$ cat src/rtl/iwrr_arbiter_ctrl_if.sv
// ---------------------------------------------------------------------------
// iwrr_arbiter_ctrl_if
// Bundle of request, weight and grant handshake signals shared between the
// IWRR arbiter controller and its requesters / downstream resource.
//
// Signals:
//   req_i          request vector, bit i belongs to requester i
//   req_weight_i   packed weights, requester n in [n*P_WEIGHT_W +: P_WEIGHT_W]
//                  (ascending range, so requester 0 is the leftmost slice)
//   grant_valid_o  a grant is offered
//   grant_ready_i  downstream accepts the offered grant
//   grant_o        one-hot grant, zero when nothing is offered
//   grant_idx_o    binary index of grant_o
//   round_comp_o   one-cycle pulse when credits are reloaded
//
// Modports:
//   master  the arbiter (drives the grant side)
//   slave   requesters / downstream (drive requests, weights and ready)
// ---------------------------------------------------------------------------
interface iwrr_arbiter_ctrl_if #(
  parameter int P_REQUESTER_NUM = 3,
  parameter int P_WEIGHT_W      = 2,
  parameter int P_IDX_W         = $clog2(P_REQUESTER_NUM)
);

  logic [P_REQUESTER_NUM-1:0]            req_i;
  logic [0:P_REQUESTER_NUM*P_WEIGHT_W-1] req_weight_i;
  logic                                  grant_valid_o;
  logic                                  grant_ready_i;
  logic [P_REQUESTER_NUM-1:0]            grant_o;
  logic [P_IDX_W-1:0]                    grant_idx_o;
  logic                                  round_comp_o;

  modport master (
    input  req_i,
    input  req_weight_i,
    input  grant_ready_i,
    output grant_valid_o,
    output grant_o,
    output grant_idx_o,
    output round_comp_o
  );

  modport slave (
    output req_i,
    output req_weight_i,
    output grant_ready_i,
    input  grant_valid_o,
    input  grant_o,
    input  grant_idx_o,
    input  round_comp_o
  );

endinterface

$ cat src/rtl/iwrr_arbiter_ctrl.sv
// ---------------------------------------------------------------------------
// iwrr_arbiter_ctrl
// Interleaved weighted round-robin arbiter controller. Shares one downstream
// resource among P_REQUESTER_NUM requesters in proportion to their weights,
// issuing one registered one-hot grant at a time over a valid/ready
// handshake. Credits are reloaded from the weights when a round completes and
// round_comp_o pulses for that cycle.
//
// Ports:
//   clk   clock, rising edge
//   rst   asynchronous active-high reset
//   bus   iwrr_arbiter_ctrl_if.master (requests, weights, grant handshake)
//
// Build option:
//   IWRR_INTERLEAVE_EN  defined   : each requester is served at most once per
//                                   pass, grants interleave between requesters
//                       undefined : plain WRR, a requester keeps winning until
//                                   its credit runs out or its request drops
//
// state | meaning
// ------+---------------------------------------------------------------
// ARB   | choose a winner, start a new pass, reload credits, or idle
// HOLD  | grant offered and held stable until grant_ready_i accepts it
// ---------------------------------------------------------------------------
module iwrr_arbiter_ctrl #(
  parameter int P_REQUESTER_NUM = 3,
  parameter int P_WEIGHT_W      = 2,
  parameter int P_IDX_W         = $clog2(P_REQUESTER_NUM)
) (
  input logic                 clk,
  input logic                 rst,
  iwrr_arbiter_ctrl_if.master bus
);

  localparam int N = P_REQUESTER_NUM;

`ifdef IWRR_INTERLEAVE_EN
  // Search starts just past the last winner; reset pointer at N-1 so that
  // requester 0 is looked at first.
  localparam int                 SEARCH_OFS = 1;
  localparam logic [P_IDX_W-1:0] PTR_RST    = P_IDX_W'(N - 1);
`else
  // Search starts at the last winner itself so it can win back-to-back;
  // reset pointer at 0 so that requester 0 is looked at first.
  localparam int                 SEARCH_OFS = 0;
  localparam logic [P_IDX_W-1:0] PTR_RST    = '0;
`endif

  typedef enum logic {
    ST_ARB  = 1'b0,
    ST_HOLD = 1'b1
  } state_t;

  state_t state;
  state_t state_nxt;

  logic [P_WEIGHT_W-1:0] weight     [N];
  logic [P_WEIGHT_W-1:0] credit     [N];
  logic [P_WEIGHT_W-1:0] credit_nxt [N];
  logic [P_IDX_W-1:0]    ptr;
  logic [P_IDX_W-1:0]    ptr_nxt;
  logic [N-1:0]          grant;
  logic [N-1:0]          grant_nxt;
  logic [P_IDX_W-1:0]    grant_idx;
  logic [P_IDX_W-1:0]    grant_idx_nxt;
  logic                  grant_valid;
  logic                  grant_valid_nxt;
  logic                  round_comp;
  logic                  round_comp_nxt;

  logic [N-1:0]          pending;
  logic [N-1:0]          eligible;
  logic                  win_found;
  logic [P_IDX_W-1:0]    win_idx;
  logic [P_IDX_W-1:0]    search_pos;
  logic                  accept;

`ifdef IWRR_INTERLEAVE_EN
  logic [N-1:0]          served;
  logic [N-1:0]          served_nxt;
`endif

  assign accept = grant_valid & bus.grant_ready_i;

  always_comb begin
    for (int i = 0; i < N; i++) begin
      weight[i]  = bus.req_weight_i[i*P_WEIGHT_W +: P_WEIGHT_W];
      pending[i] = bus.req_i[i] & (credit[i] != '0);
    end
  end

`ifdef IWRR_INTERLEAVE_EN
  assign eligible = pending & ~served;
`else
  assign eligible = pending;
`endif

  // First eligible requester walking upward from ptr+SEARCH_OFS, modulo N.
  always_comb begin
    win_found  = 1'b0;
    win_idx    = '0;
    search_pos = '0;
    for (int k = 0; k < N; k++) begin
      search_pos = P_IDX_W'((int'(ptr) + SEARCH_OFS + k) % N);
      if (!win_found && eligible[search_pos]) begin
        win_found = 1'b1;
        win_idx   = search_pos;
      end
    end
  end

  always_ff @(posedge clk or posedge rst) begin
    if (rst) begin
      state <= ST_ARB;
    end else begin
      state <= state_nxt;
    end
  end

  always_comb begin
    state_nxt = state;
    case (state)
      ST_ARB:  if (win_found) state_nxt = ST_HOLD;
      ST_HOLD: if (accept)    state_nxt = ST_ARB;
      default: state_nxt = ST_ARB;
    endcase
  end

  always_comb begin
    credit_nxt      = credit;
    ptr_nxt         = ptr;
    grant_nxt       = grant;
    grant_idx_nxt   = grant_idx;
    grant_valid_nxt = grant_valid;
    round_comp_nxt  = 1'b0;
`ifdef IWRR_INTERLEAVE_EN
    served_nxt      = served;
`endif
    case (state)
      ST_ARB: begin
        if (win_found) begin
          grant_valid_nxt = 1'b1;
          grant_idx_nxt   = win_idx;
          for (int i = 0; i < N; i++) begin
            grant_nxt[i] = (win_idx == P_IDX_W'(i));
          end
`ifdef IWRR_INTERLEAVE_EN
        end else if (pending != '0) begin
          // Everyone with credit left has been served this pass.
          served_nxt = '0;
`endif
        end else if (bus.req_i != '0) begin
          // Requests present but no credit anywhere: the round is complete.
          for (int i = 0; i < N; i++) begin
            credit_nxt[i] = weight[i];
          end
`ifdef IWRR_INTERLEAVE_EN
          served_nxt     = '0;
`endif
          round_comp_nxt = 1'b1;
        end
      end
      ST_HOLD: begin
        if (accept) begin
          for (int i = 0; i < N; i++) begin
            if (grant[i] && (credit[i] != '0)) begin
              credit_nxt[i] = credit[i] - P_WEIGHT_W'(1);
            end
          end
`ifdef IWRR_INTERLEAVE_EN
          served_nxt      = served | grant;
`endif
          ptr_nxt         = grant_idx;
          grant_valid_nxt = 1'b0;
          grant_nxt       = '0;
        end
      end
      default: begin
        grant_valid_nxt = 1'b0;
        grant_nxt       = '0;
      end
    endcase
  end

  always_ff @(posedge clk or posedge rst) begin
    if (rst) begin
      for (int i = 0; i < N; i++) begin
        credit[i] <= '0;
      end
      ptr         <= PTR_RST;
      grant       <= '0;
      grant_idx   <= '0;
      grant_valid <= 1'b0;
      round_comp  <= 1'b0;
`ifdef IWRR_INTERLEAVE_EN
      served      <= '0;
`endif
    end else begin
      credit      <= credit_nxt;
      ptr         <= ptr_nxt;
      grant       <= grant_nxt;
      grant_idx   <= grant_idx_nxt;
      grant_valid <= grant_valid_nxt;
      round_comp  <= round_comp_nxt;
`ifdef IWRR_INTERLEAVE_EN
      served      <= served_nxt;
`endif
    end
  end

  assign bus.grant_valid_o = grant_valid;
  assign bus.grant_o       = grant;
  assign bus.grant_idx_o   = grant_idx;
  assign bus.round_comp_o  = round_comp;

endmodule

$ cat src/flat_wrapper.sv
// flat-port wrapper written by rule: the top's interface ports become plain ports
module iwrr_arbiter_ctrl_flat 
#(
  parameter int P_REQUESTER_NUM = 3,
  parameter int P_WEIGHT_W      = 2,
  parameter int P_IDX_W         = $clog2(P_REQUESTER_NUM)
)
  (clk, rst, bus_req_i, bus_req_weight_i, bus_grant_ready_i, bus_grant_valid_o, bus_grant_o, bus_grant_idx_o, bus_round_comp_o);
  iwrr_arbiter_ctrl_if #(.P_REQUESTER_NUM(P_REQUESTER_NUM), .P_WEIGHT_W(P_WEIGHT_W), .P_IDX_W(P_IDX_W)) bus_i ();
  input logic clk;
  input logic rst;
  input wire logic [$bits(bus_i.req_i)-1:0] bus_req_i;
  input wire logic [$bits(bus_i.req_weight_i)-1:0] bus_req_weight_i;
  input wire logic [$bits(bus_i.grant_ready_i)-1:0] bus_grant_ready_i;
  output wire logic [$bits(bus_i.grant_valid_o)-1:0] bus_grant_valid_o;
  output wire logic [$bits(bus_i.grant_o)-1:0] bus_grant_o;
  output wire logic [$bits(bus_i.grant_idx_o)-1:0] bus_grant_idx_o;
  output wire logic [$bits(bus_i.round_comp_o)-1:0] bus_round_comp_o;
  assign bus_i.req_i = bus_req_i;
  assign bus_i.req_weight_i = bus_req_weight_i;
  assign bus_i.grant_ready_i = bus_grant_ready_i;
  assign bus_grant_valid_o = bus_i.grant_valid_o;
  assign bus_grant_o = bus_i.grant_o;
  assign bus_grant_idx_o = bus_i.grant_idx_o;
  assign bus_round_comp_o = bus_i.round_comp_o;
  iwrr_arbiter_ctrl #(.P_REQUESTER_NUM(P_REQUESTER_NUM), .P_WEIGHT_W(P_WEIGHT_W), .P_IDX_W(P_IDX_W)) u_core (.clk(clk), .rst(rst), .bus(bus_i));
endmodule
$ cat config.mk
export PLATFORM = sky130hd
export DESIGN_NAME = iwrr_arbiter_ctrl_flat
export DESIGN_NICKNAME = d
export VERILOG_FILES = /design/src/rtl/iwrr_arbiter_ctrl_if.sv /design/src/rtl/iwrr_arbiter_ctrl.sv /design/src/flat_wrapper.sv
export SDC_FILE = /design/constraint.sdc
export NUM_CORES = 1
export LEC_CHECK = 0
export ABC_AREA = 1
export CAP_MARGIN = 20
export CORE_MARGIN = 3
export CORE_UTILIZATION = 46
export DETAILED_ROUTE_END_ITERATION = 10
export PLACE_DENSITY = 0.74
export SYNTH_ARGS = -nofsm -noshare
export SYNTH_HDL_FRONTEND = slang
export SYNTH_SLANG_ARGS = --single-unit
$ cat constraint.sdc
create_clock -name clk -period 1.64 [get_ports clk]
set_input_delay 0.328 -clock clk [delete_from_list [all_inputs] [get_ports clk]]
set_output_delay 0.328 -clock clk [all_outputs]
set_load 0.05 [all_outputs]
# After elaboration in Yosys (flattened, before gate mapping)
# Cells that the tools add are included.
[word_totals]
reg_bits = 16
latchBits = 0
ram_bits = 0
mem_bits_ro = 0
inputBits = 12
out_inout_bits = 7
word_cells = 83
mem_count = 0
[op_classes]
add_sub_neg = 5
n_mul = 0
div_mod_pow = 3
magnitude_cmp = 3
n_eq_ne = 9
shift = 0
mux = 31
bitwise = 5
n_reduce_logical = 18
[ops]
columns = ["operator", "count"]
rows = [
  ["modulo 32 x 3 -> 32 bit, second input constant", 2],
  ["modulo 3 x 3 -> 32 bit, second input constant", 1],
  ["two-way mux 6 bit", 3],
  ["two-way mux 1 bit", 13],
  ["two-way mux 2 bit", 6],
  ["case mux 6 bit (2 select lines)", 1],
  ["AND reduction 4 bit", 3],
  ["inequality test 2 bit, second input constant", 5],
  ["less-than comparator 2 x 3 -> 1 bit, second input constant", 3],
  ["binary-select mux 1 bit (select 2 bit)", 3],
  ["two-way mux 3 bit", 2],
  ["case mux 3 bit (2 select lines)", 1],
  ["AND reduction 2 bit", 3],
  ["nonzero test 2 bit", 3],
  ["subtractor 2 x 1 -> 2 bit, second input constant", 3],
  ["logical AND 1 bit", 5],
  ["AND 1 bit", 4],
  ["inequality test 2 x 1 -> 1 bit, second input constant", 2],
  ["case mux 1 bit (2 select lines)", 2],
  ["adder 2 x 1 -> 3 bit, second input constant", 1],
  ["adder 2 x 2 -> 3 bit, second input constant", 1],
  ["nonzero test 3 bit", 1],
  ["equality test 2 x 1 -> 1 bit, second input constant", 1],
  ["equality test 2 bit, second input constant", 1],
  ["3 further kinds", 4],
]

# Depth between registers and ports, before layout
# Gate-level depths: netlist (run 1).
[depth]
ltp_word = 14
mapped_depth = 15
depth_no_buf = 15

# Worst setup path before layout (run 1)
# Ideal clock, no wire load.
[synth_path]
path_type = "reg-to-reg"
startpoint = "register u_core.ptr[0]"
endpoint = "register u_core.grant[0] (netlist: u_core.bus.grant_o[0])"
setup_time_ns = 0.118
arrival_time_ns = 1.413
required_ns = 1.522
path_slack_ns = 0.108
stages_incl_launch_ff = 13
path_buffers = 0
synth_period_minus_slack_ns = 1.532
path_cell_list = "dfrtp_1 inv_1 ha_1 nand3_1 nand3_2 nand2_2 inv_2 nor2_2 nand2_1 nand2_1 nand2_1 nand2_1 nand2_1"
[synth_between]
elab_chain_len = 13
elab_cells_between_ends = 26
classes_between = "2 x add/sub; 3 x div; 1 x eq/ne; 14 x mux; 6 x reduce/logical"
[synth_lines]
columns = ["element", "line", "text"]
rows = [
  ["from (decl)", "iwrr_arbiter_ctrl.sv:60", "logic [P_IDX_W-1:0] ptr;"],
  ["from (signal assigned)", "iwrr_arbiter_ctrl.sv:200", "ptr <= ptr_nxt;"],
  ["parallel branches: the longest is 13 deep, another holds modulo 32 x 3 -> 32 bit", "n/a", ""],
  ["to (signal assigned)", "iwrr_arbiter_ctrl.sv:201", "grant <= grant_nxt;"],
  ["to (decl)", "iwrr_arbiter_ctrl.sv:62", "logic [N-1:0] grant;"],
]
# Parallel ways; which one is timed is not known. The select of a mux whose other input is x is not followed.
# A chain may end at the register's enable or synchronous reset.

# Final worst setup path (run 1)
[layout_path]
startpoint = "register u_core.credit[0] in the netlist's numbering"
endpoint = "register u_core.credit[1] in the netlist's numbering"
[layout_between]
elab_chain_len = 13
elab_cells_between_ends = 23
classes_between = "1 x add/sub; 2 x eq/ne; 12 x mux; 1 x bitwise; 7 x reduce/logical"
[layout_lines]
columns = ["element", "line", "text"]
rows = [
  ["from (decl)", "iwrr_arbiter_ctrl.sv:58", "logic [P_WEIGHT_W-1:0] credit [N];"],
  ["from (signal assigned)", "iwrr_arbiter_ctrl.sv:199", "credit <= credit_nxt;"],
  ["nonzero test 2 bit", "iwrr_arbiter_ctrl.sv:88, iwrr_arbiter_ctrl.sv:166", ""],
  ["AND 1 bit", "iwrr_arbiter_ctrl.sv:88", "pending[i] = bus.req_i[i] & (credit[i] != '0);"],
  ["binary-select mux 1 bit (select 2 bit)", "iwrr_arbiter_ctrl.sv:105", "if (!win_found && eligible[search_pos]) begin"],
  ["two-way mux 1 bit (implied by the code)", "iwrr_arbiter_ctrl.sv:105", ""],
  ["two-way mux 1 bit", "iwrr_arbiter_ctrl.sv:105", ""],
  ["logical NOT 1 bit", "iwrr_arbiter_ctrl.sv:105", ""],
  ["logical AND 1 bit", "iwrr_arbiter_ctrl.sv:105", ""],
  ["two-way mux 1 bit", "iwrr_arbiter_ctrl.sv:105", ""],
  ["logical NOT 1 bit", "iwrr_arbiter_ctrl.sv:105", ""],
  ["logical AND 1 bit", "iwrr_arbiter_ctrl.sv:105", ""],
  ["two-way mux 1 bit", "iwrr_arbiter_ctrl.sv:105", ""],
  ["inequality test 2 bit (no line)", "n/a", ""],
  ["AND reduction 4 bit (no line)", "n/a", ""],
]
# Parallel ways exist; a longest one is shown, timed or not. The select of a mux whose other input is x is not followed.

==> run metrics, run 1 <==
dominant combinational cell family by area after synthesis simple AND/OR/NAND/NOR gates; yosys warns 0; pin slew with the least headroom to its limit 569 ps; maximum buffer depth of the clock tree 2; global-route wire length before repair 4490 um; routed wirelength normalized by instance count 14.3 um; via count about 1200; number of buffers added by the clock tree synthesis step 3; drc violations 0; combined global-route utilization of all metal layers 21.1%; Synth Net Count 167; Distinct cells, synth 20; data arrival time of the critical path 1860 ps; kind of end point of the critical path flop; area share of xor/xnor cells in the synthesized design 0%; final count of negative-setup-slack endpoints 7; number of levels the H-tree was split into 1; gpl congestion 0.802; PnR worst setup slack -34.6 ps; library cell occupying the most area in the post-synthesis netlist dfrtp_1; clock latency reported for the late side of the worst-skew pair 290 ps; startpoint kind of the worst setup timing path flop; sum of net half-perimeters after detailed placement 1910 um; number of max-slew violations in the final report 0; # clock sinks 16; synthesized-area fraction occupied by ao, oa, aoi and oai cells around 7.9%; final setup skew 4.58 ps; Critical Path RT 1820 ps; effective utilization at floorplan 51.2%; path type of the worst setup path flop to flop; first-pass iteration count of the detailed router 4; Max Cap Violations 0; die outline height 54.1 um; met3 usage in global routing 5.26%; I/O Buffers 18; CTS tree yes; core box area 2080 um2; via count of the first global-routing pass 1063; total routed wirelength 3090 um; cts hold-fix bufs 0; cells along the critical path inv_1, ha_2, inv_2, nand2_4, o21ai_2, nand2_2, nand3_4, nand2_8, nand4_1, nand2_2; number of antenna violations at the first check in global routing 0; clock tree root buffer cell clkbuf_4; area enclosed by the die boundary 2930 um2; critical path buffer and inverter count 2; met1 track utilization from global routing between 20% and 30%; multiplexer share of the synthesized area 0%; area fraction in and, or, nand and nor cells after synthesis approximately 40%; synthesized instance count 150; register bit count reported by yosys 16; final-report hold violation count 0; Worst Path Max Fanout 8; worst min path class input pin to async pin; static leakage power 0.000788 uW; worst ir drop on vdd 0.000419 V; Congestion Overflow GR 0; top cell family by delay on the critical path simple AND/OR/NAND/NOR gates; CP max stage cell dfrtp_1; slowest stage delay, CP slightly below 400 ps; # diodes 0; initial DRC count 51; synthesized area per cell 7.11 um2; Hold Worst Slack between 300 and 400 ps; run status finished, violations left; post-layout net count roughly 210; RSZ-0062 raised after global routing true; layout cells sized above 1 a little over two fifths; Clock transition at path regs 90 ps; violated checks negative setup slack; area grow syn2layout 49.4%; crit share post-route 102%; die width 54.1 um; worst slew margin relative to its limit 61.7%; most numerous cell on the critical path nand2_2; netlist area before placement 1070 um2; dominant cells by area after synthesis dfrtp_1 (38%), nand2_1 (18%), nand3_1 (6.1%); leading cell type in the layout, fill and taps excluded nand2_1; highest attainable clock frequency 597 MHz; final worst path period need around 1700 ps; remaining number of nets flagged by the antenna check after routing 0; area fraction of the dominant cell type after synthesis 37.6%; routed via count divided by cell count 5.49; global routing's busiest layer met2; Pwr per Cell Area 471 nW/um2; Std-Cell Rows 16; met2 Use GR 38.6%; adder-cell area share of the yosys netlist a little under 6%; sum of negative setup slack -132 ps; commonest cells after routing, fill and taps aside nand2_1 (35), buf_4 (24), nand2_2 (17), dfrtp_1 (16), inv_1 (12); I/O pin cnt 19; maximum number of pins on one net before global-route repair 17; sequential share of the synthesized area 37.6%
final cells by class:
| type | count | area (um2) |
|---|---|---|
| clock buffers | 4 | 36.3 |
| fillers | 162 | 489 |
| inverters | 23 | 88.8 |
| multi-input cells | 110 | 732 |
| flip-flops and latches | 16 | 400 |
| well taps | 27 | 33.8 |
| repair buffers | 36 | 302 |
per-layer routing:
layer / up-vias / wire length [um] / part of all wire [%]
li1: 572 / - / -
met1: 555 / 1240 / 40
met2: 43 / 1560 / 51
met3: 15 / 183 / 5.9
met4: 0 / 102 / 3.3
met5: - / 0 / 0
worst min-delay path: cells and delay by family:
| family | cells | cell delay [ps] |
|---|---|---|
| buffers and inverters | 3 | 680 |
Yosys cell counts:
cell type	instances
a31oi_1	1
buf_8	1
inv_1	16
nand4_1	8
nand3_1	13
nand2_1	52
nand2_2	3
nor2_2	1
inv_2	7
o21ai_0	12
dfrtp_1	16
nand3_2	2
ha_1	5
nor3_1	3
nor2_1	4
a21boi_0	1
nand3_4	1
o21ai_1	2
nand2_4	1
clkbuf_1	1
flip-flops by register name, summed over array words and instances, names as in the netlist:
register	cells
u_core.credit	6
u_core.bus.grant_o	3
u_core.bus.grant_idx_o	2
u_core.ptr	2
u_core.bus.grant_valid_o	1
u_core.bus.round_comp_o	1
u_core.state	1
path summary, 6_finish.rpt:
kind	endpoint	depth (start not counted)	slack, ps	from
max	u_core.credit[1]	10	-30	u_core.credit[0]
min	u_core.bus.grant_o[1]	3	340	rst
max reg2reg	u_core.credit[1]	10	-30	u_core.credit[0]
min reg2reg	u_core.credit[5]	2	500	u_core.credit[5]
max in group asynchronous	u_core.ptr[1]	3	1110	rst
min in group clk	u_core.credit[5]	2	500	u_core.credit[5]
where the power goes:
group / internal (uW) / switching (uW) / leakage (uW)
Sequential: 394 / 0 / 0.000177
Clock: 135 / 125 / 0.0000210
Combinational: 47.5 / 48.9 / 0.000590
kinds of logic (layout without fill, tap and decap cells):
group | after synthesis | count (layout)
flops | 16 | 16
buf+inv | 25 | 63
simple gates | 88 | 89
compound gates | 16 | 16
fa+ha+maj | 5 | 5
what timing repair did:
action / CTS / global route
gates cloned: 1 / 0
pin swaps: 4 / 13
endpoints found under the setup margin: 9 / 13
gates resized for setup: 11 / 37
buffers inserted: 8 / 4
through the flow:
stage / std cells / utilization [%] / worst slack (ps) / cell area (um2) / total power (uW)
after CTS: 212 / 69.2 / -0.818 / 1440 / 747
after floorplan: 150 / - / 108 / 1070 / 436
final: 216 / 76.5 / -34.6 / 1590 / 751
after global placement: 199 / 61.9 / -133 / 1290 / 475
after detailed placement: 199 / 61.9 / -199 / 1290 / 477
after global routing: 216 / 76.5 / -111 / 1590 / 781
No activity file was read; power rests on OpenSTA's default activity.
==> run 2: changes to the inputs <==
--- a/config.mk
+++ b/config.mk
@@ -14,3 +14,4 @@
 export SYNTH_ARGS = -nofsm -noshare
 export SYNTH_HDL_FRONTEND = slang
 export SYNTH_SLANG_ARGS = --single-unit
+export TNS_END_PERCENT = 10
==> run metrics, run 2 (same netlist as run 1, synthesis figures left out) <==
run status finished clean; RSZ-0062 raised after global routing true; data arrival time of the critical path 1820 ps (-40 ps); remaining number of nets flagged by the antenna check after routing 0 (unchanged); sum of net half-perimeters after detailed placement 1910 um (unchanged); drc violations 0 (unchanged); commonest cells after routing, fill and taps aside nand2_1 (40), buf_4 (21), dfrtp_1 (16), nand2_2 (14), inv_1 (13); final setup skew 1.00 ps (-3.58 ps); clock latency reported for the late side of the worst-skew pair 280 ps (about the same); first-pass iteration count of the detailed router 4 (unchanged); CP max stage cell dfrtp_1; final count of negative-setup-slack endpoints 0 (-7); I/O Buffers 18 (unchanged); Critical Path RT 1830 ps (about the same); static leakage power 0.000772 uW (-2.0%); area grow syn2layout 42.6%; highest attainable clock frequency 614 MHz (+2.7%); area of all placed cells without fillers 1520 um2 (-4.6%); core box area 2080 um2 (unchanged); Pwr per Cell Area 488 nW/um2 (+3.6%); Post-Place Worst Slack -199 ps (unchanged); Clock transition at path regs 90 ps (about the same); via count of the first global-routing pass 1063 (unchanged); maximum buffer depth of the clock tree 2 (unchanged); number of flip-flops in the largest register 6 (unchanged); via count 1116 (-5.8%); routed via count divided by cell count 5.26 (-4.0%); die outline height 54.1 um (unchanged); pin slew with the least headroom to its limit 535 ps (-33.3 ps); startpoint kind of the worst setup timing path flop; top cell family by delay on the critical path simple AND/OR/NAND/NOR gates; final-report hold violation count 0 (unchanged); leading cell type in the layout, fill and taps excluded nand2_1; total routed wirelength 2710 um (-12%); effective utilization at floorplan 51.2% (unchanged); # clock sinks 16 (unchanged); Max Cap Violations 0 (unchanged); worst min path class input pin to async pin; worst slew margin relative to its limit 63.9% (+2.2 points); area enclosed by the die boundary 2930 um2 (unchanged); number of buffers added by the clock tree synthesis step 3 (unchanged); cell area reported after detailed placement 1290 um2 (unchanged); Congestion Overflow GR 0 (unchanged); most numerous cell on the critical path nand2_2; global-route wire length before repair 4490 um (unchanged); cells along the critical path ha_4, inv_2, nand3_2, nand3_2, nand2_2, nand3_4, nand2_8, nand3_4, nand2_2, nand2_2; kind of end point of the critical path flop; Worst Path Max Fanout 8 (unchanged); gpl congestion 0.802 (unchanged); number of max-slew violations in the final report 0 (unchanged); initial DRC count 30 (-41%); path type of the worst setup path flop to flop; die width 54.1 um (unchanged); PnR worst setup slack 10.1 ps (+44.6 ps); routed wirelength normalized by instance count 12.8 um (-11%); Std-Cell Rows 16 (unchanged); CTS tree yes; I/O pin cnt 19 (unchanged); crit share post-route 99.4% (-2.7 points); layout cells sized above 1 34.6% (-7.2 points); # diodes 0 (unchanged); slowest stage delay, CP 430 ps (+40 ps); worst ir drop on vdd 0.000398 V (-5.1%); number of antenna violations at the first check in global routing 0 (unchanged); number of levels the H-tree was split into 1 (unchanged); combined global-route utilization of all metal layers 21.1% (unchanged); cts hold-fix bufs 0 (unchanged); critical path buffer and inverter count 1 (-1); post-layout net count 203 (-1.9%); final worst path period need 1630 ps (-44.6 ps); Top reg by flops u_core.credit; maximum number of pins on one net before global-route repair 17 (unchanged); clock tree root buffer cell clkbuf_4
==> run 2: changes by cell type in the layout (fill, tap and decap cells not counted), moves of 2 or more <==
| cell | delta |
|---|---|
| nand2_2 | -3 |
| nand2_1 | +5 |
| buf_4 | -3 |
| nand2_4 | -2 |
| ha_1 | +2 |
| ha_2 | -2 |
==> run 2: layout make-up <==
cell class,instances,area (um2)
multi-input cells,110,693
fillers,163,562
flip-flops and latches,16,400
repair buffers,32,268
inverters,23,88.8
clock buffers,4,36.3
well taps,27,33.8
==> run 2: repair_timing <==
item	CTS	global route
endpoints found under the setup margin	9	13
pin swaps	4	10
cloned	1	0
setup buffers	8	0
resized for setup	11	22
==> run 2: final timing paths <==
| kind | startpoint | to | slack [ps] | cells past startpoint |
|---|---|---|---|---|
| worst max register to register | u_core.ptr[1] | u_core.credit[1] | 10 | 10 |
| worst min-delay path | rst | u_core.credit[1] | 350 | 3 |
| worst max-delay path | u_core.ptr[1] | u_core.credit[1] | 10 | 10 |
| min in group clk | u_core.credit[5] | u_core.credit[5] | 500 | 2 |
| worst min register to register | u_core.credit[5] | u_core.credit[5] | 500 | 2 |
| max in group asynchronous | rst | u_core.credit[5] | 1110 | 3 |
==> run 2: stage by stage <==
step	total power, uW	utilization, %	setup TNS, ps	std cells	hold slack, ps
6_report	742	73.0	0	212	347
5_1_grt	777	73.0	-1040	212	378
4_1_cts	747	69.2	-0.818	212	338
3_5_place_dp	477	61.9	-1670	199	475
3_3_place_gp	475	61.9	-1330	199	461
2_1_floorplan	436	-	0	150	242
==> run 2: tightest hold or removal path: cells and delay by family <==
kind     cells  cell delay [ps]
buf+inv      3              680
==> run 2: power breakdown <==
| group | internal [uW] | switching [uW] | leakage, uW |
|---|---|---|---|
| Sequential | 394 | 0 | 0.000177 |
| Combinational | 44.1 | 44.1 | 0.000575 |
| Clock | 135 | 124 | 0.0000210 |
==> run 2: metal layers <==
layer	track usage (%)	part of all wire, %	vias up	wire length [um]
li1	-	-	558	-
met1	24.5	41	522	1110
met2	38.6	52	34	1420
met3	5.26	6.4	2	174
met4	4.15	0.37	0	10
met5	0	0	-	0
==> run 3: changes to the inputs <==
--- a/config.mk
+++ b/config.mk
@@ -10,6 +10,7 @@
 export CORE_MARGIN = 3
 export CORE_UTILIZATION = 46
 export DETAILED_ROUTE_END_ITERATION = 10
+export GPL_TIMING_DRIVEN = 0
 export PLACE_DENSITY = 0.74
 export SYNTH_ARGS = -nofsm -noshare
 export SYNTH_HDL_FRONTEND = slang
==> run metrics, run 3 (same netlist as run 1, synthesis figures left out) <==
run status finished, violations left; violated checks negative setup slack; routed wirelength normalized by instance count 13.7 um (+7.1%); effective utilization at floorplan 51.2% (unchanged); I/O Buffers 18 (unchanged); area grow syn2layout 34.3%; highest attainable clock frequency 589 MHz (-4.0%); # clock sinks 16 (unchanged); die width 54.1 um (unchanged); maximum number of pins on one net before global-route repair 17 (unchanged); commonest cells after routing, fill and taps aside nand2_1 (51), dfrtp_1 (16), inv_1 (12), o21ai_0 (11), clkdlybuf4s50_1 (11); Congestion Overflow GR 0 (unchanged); maximum buffer depth of the clock tree 2 (unchanged); Critical Path RT 1830 ps (about the same); number of buffers added by the clock tree synthesis step 3 (unchanged); drc violations 0 (unchanged); via count of the first global-routing pass 966 (-9.1%); Top reg by flops u_core.credit; CP max stage cell dfrtp_1; portion of total power attributed to the clock network 37.1% (+2.1 points); kind of end point of the critical path flop; PnR worst setup slack -58.0 ps (-68.1 ps); number of instances in the placed design 195 (-2.0%); initial DRC count 33 (+10%); number of levels the H-tree was split into 1 (unchanged); post-layout net count 195 (-3.9%); area enclosed by the die boundary 2930 um2 (unchanged); final worst path period need 1700 ps (+68.1 ps); I/O pin cnt 19 (unchanged); critical path buffer and inverter count 3 (+2); Clock transition at path regs 100 ps (about the same); leading cell type in the layout, fill and taps excluded nand2_1; final count of negative-setup-slack endpoints 9 (+9); clock latency reported for the late side of the worst-skew pair 300 ps (+20 ps); worst slew margin relative to its limit 57.4% (-6.5 points); static leakage power 0.000756 uW (-2.0%); switching pwr 183 uW (+8.6%); path type of the worst setup path flop to flop; top cell family by delay on the critical path simple AND/OR/NAND/NOR gates; Hold Worst Slack 400 ps (+52.9 ps); Max Cap Violations 0 (unchanged); Fill cells 184 (+13%); Worst Path Max Fanout 8 (unchanged); number of flip-flops in the largest register 6 (unchanged); pin slew with the least headroom to its limit 638 ps (+103 ps); cell area reported after detailed placement 1280 um2 (-0.68%); worst min path class input pin to async pin; total routed wirelength 2790 um (+3.1%); final-report hold violation count 0 (unchanged); # diodes 0 (unchanged); Comb pwr share 10.3% (-1.6 points); combined global-route utilization of all metal layers 19.8% (-1.3 points); fin util 68.8% (-4.3 points); crit share post-route 104% (+4.2 points); clock tree root buffer cell clkbuf_4; number of max-slew violations in the final report 0 (unchanged); core box area 2080 um2 (unchanged); area of all placed cells without fillers 1430 um2 (-5.8%); sum of net half-perimeters after detailed placement 1870 um (-1.8%); number of antenna violations at the first check in global routing 0 (unchanged); worst ir drop on vdd 0.000493 V (+24%); Std-Cell Rows 16 (unchanged); Pwr per Cell Area 523 nW/um2 (+7.2%); global-route wire length before repair 4170 um (-7.2%); RSZ-0062 raised after global routing true; Post-Layout Cell Count 204 (-3.8%); first-pass iteration count of the detailed router 4 (unchanged); via count 1095 (-1.9%); internal power component 566 uW (-1.3%); relative contribution of sequential cells to total power 52.6% (-0.5 points); slowest stage delay, CP 390 ps (-40 ps); final setup skew 2.14 ps (+1.13 ps); routed via count divided by cell count 5.37 (+2.0%); data arrival time of the critical path 1890 ps (+70 ps); CTS tree yes; gpl congestion 0.744 (-7.2%); cells along the critical path inv_1, ha_1, inv_2, nand2_1, nand2_1, nand2_1, nand2_1, nand2_2, nand3_4, nand2_8, buf_8, nand4_1, nand2_1; die outline height 54.1 um (unchanged); remaining number of nets flagged by the antenna check after routing 0 (unchanged); most numerous cell on the critical path nand2_1; Switching Fraction 24.4% (+1.7 points); layout cells sized above 1 21.5% (-13 points); startpoint kind of the worst setup timing path flop
-- run 3: layer usage --
layer,GRT usage (%),vias to the layer above,routed length [um],share of wire [%]
met4,6.22,0,46,1.6
met1,26.5,504,1230,44
li1,-,541,-,-
met2,32.1,43,1350,48
met3,3.32,7,165,5.9
met5,0,-,0,0
-- run 3: power by group through the flow --
| stage | Clock (uW) | Combinational, uW | Sequential (uW) |
|---|---|---|---|
| final | 278 | 77.1 | 394 |
| after global routing | 298 | 83.4 | 394 |
| after CTS | 276 | 70.8 | 394 |
| after detailed placement | 0 | 70.0 | 402 |
| after global placement | 0 | 68.3 | 402 |
| after floorplan | 0 | 34.5 | 402 |
-- run 3: path summary, 6_finish.rpt --
check                            startpoint                to  slack [ps]  cells past startpoint
hold / removal                          rst  u_core.credit[0]         400                      2
max in group asynchronous               rst      u_core.state         830                      2
min in group clk           u_core.credit[3]  u_core.credit[3]         490                      2
setup reg to reg           u_core.credit[4]  u_core.credit[2]         -60                     13
hold reg to reg            u_core.credit[3]  u_core.credit[3]         490                      2
setup / recovery           u_core.credit[4]  u_core.credit[2]         -60                     13
-- run 3: metrics by stage --
step           setup TNS [ps]  total power (uW)  worst slack [ps]
2_1_floorplan               0               436               108
3_3_place_gp            -1720               470              -184
3_5_place_dp            -1970               472              -212
4_1_cts                  -241               741             -49.6
5_1_grt                 -1770               776              -162
6_report                 -365               749             -58.0
-- run 3: layout make-up --
| type | instances | area, um2 | share of cell area (%) |
|---|---|---|---|
| inverter | 23 | 88.8 | 6.21 |
| sequential | 16 | 400 | 28.0 |
| multi-input combinational | 109 | 627 | 43.8 |
| buffer | 2 | 18.8 | 1.31 |
| clock buffer | 4 | 36.3 | 2.53 |
| tap | 27 | 33.8 | 2.36 |
| timing repair buffer | 23 | 226 | 15.8 |
-- run 3: repair_timing --
action,in CTS,in global routing
pin swaps,0,9
hold buffers,0,0
gates cloned,0,1
endpoints found under the setup margin,19,12
gates resized for setup,9,17
buffers inserted,0,4
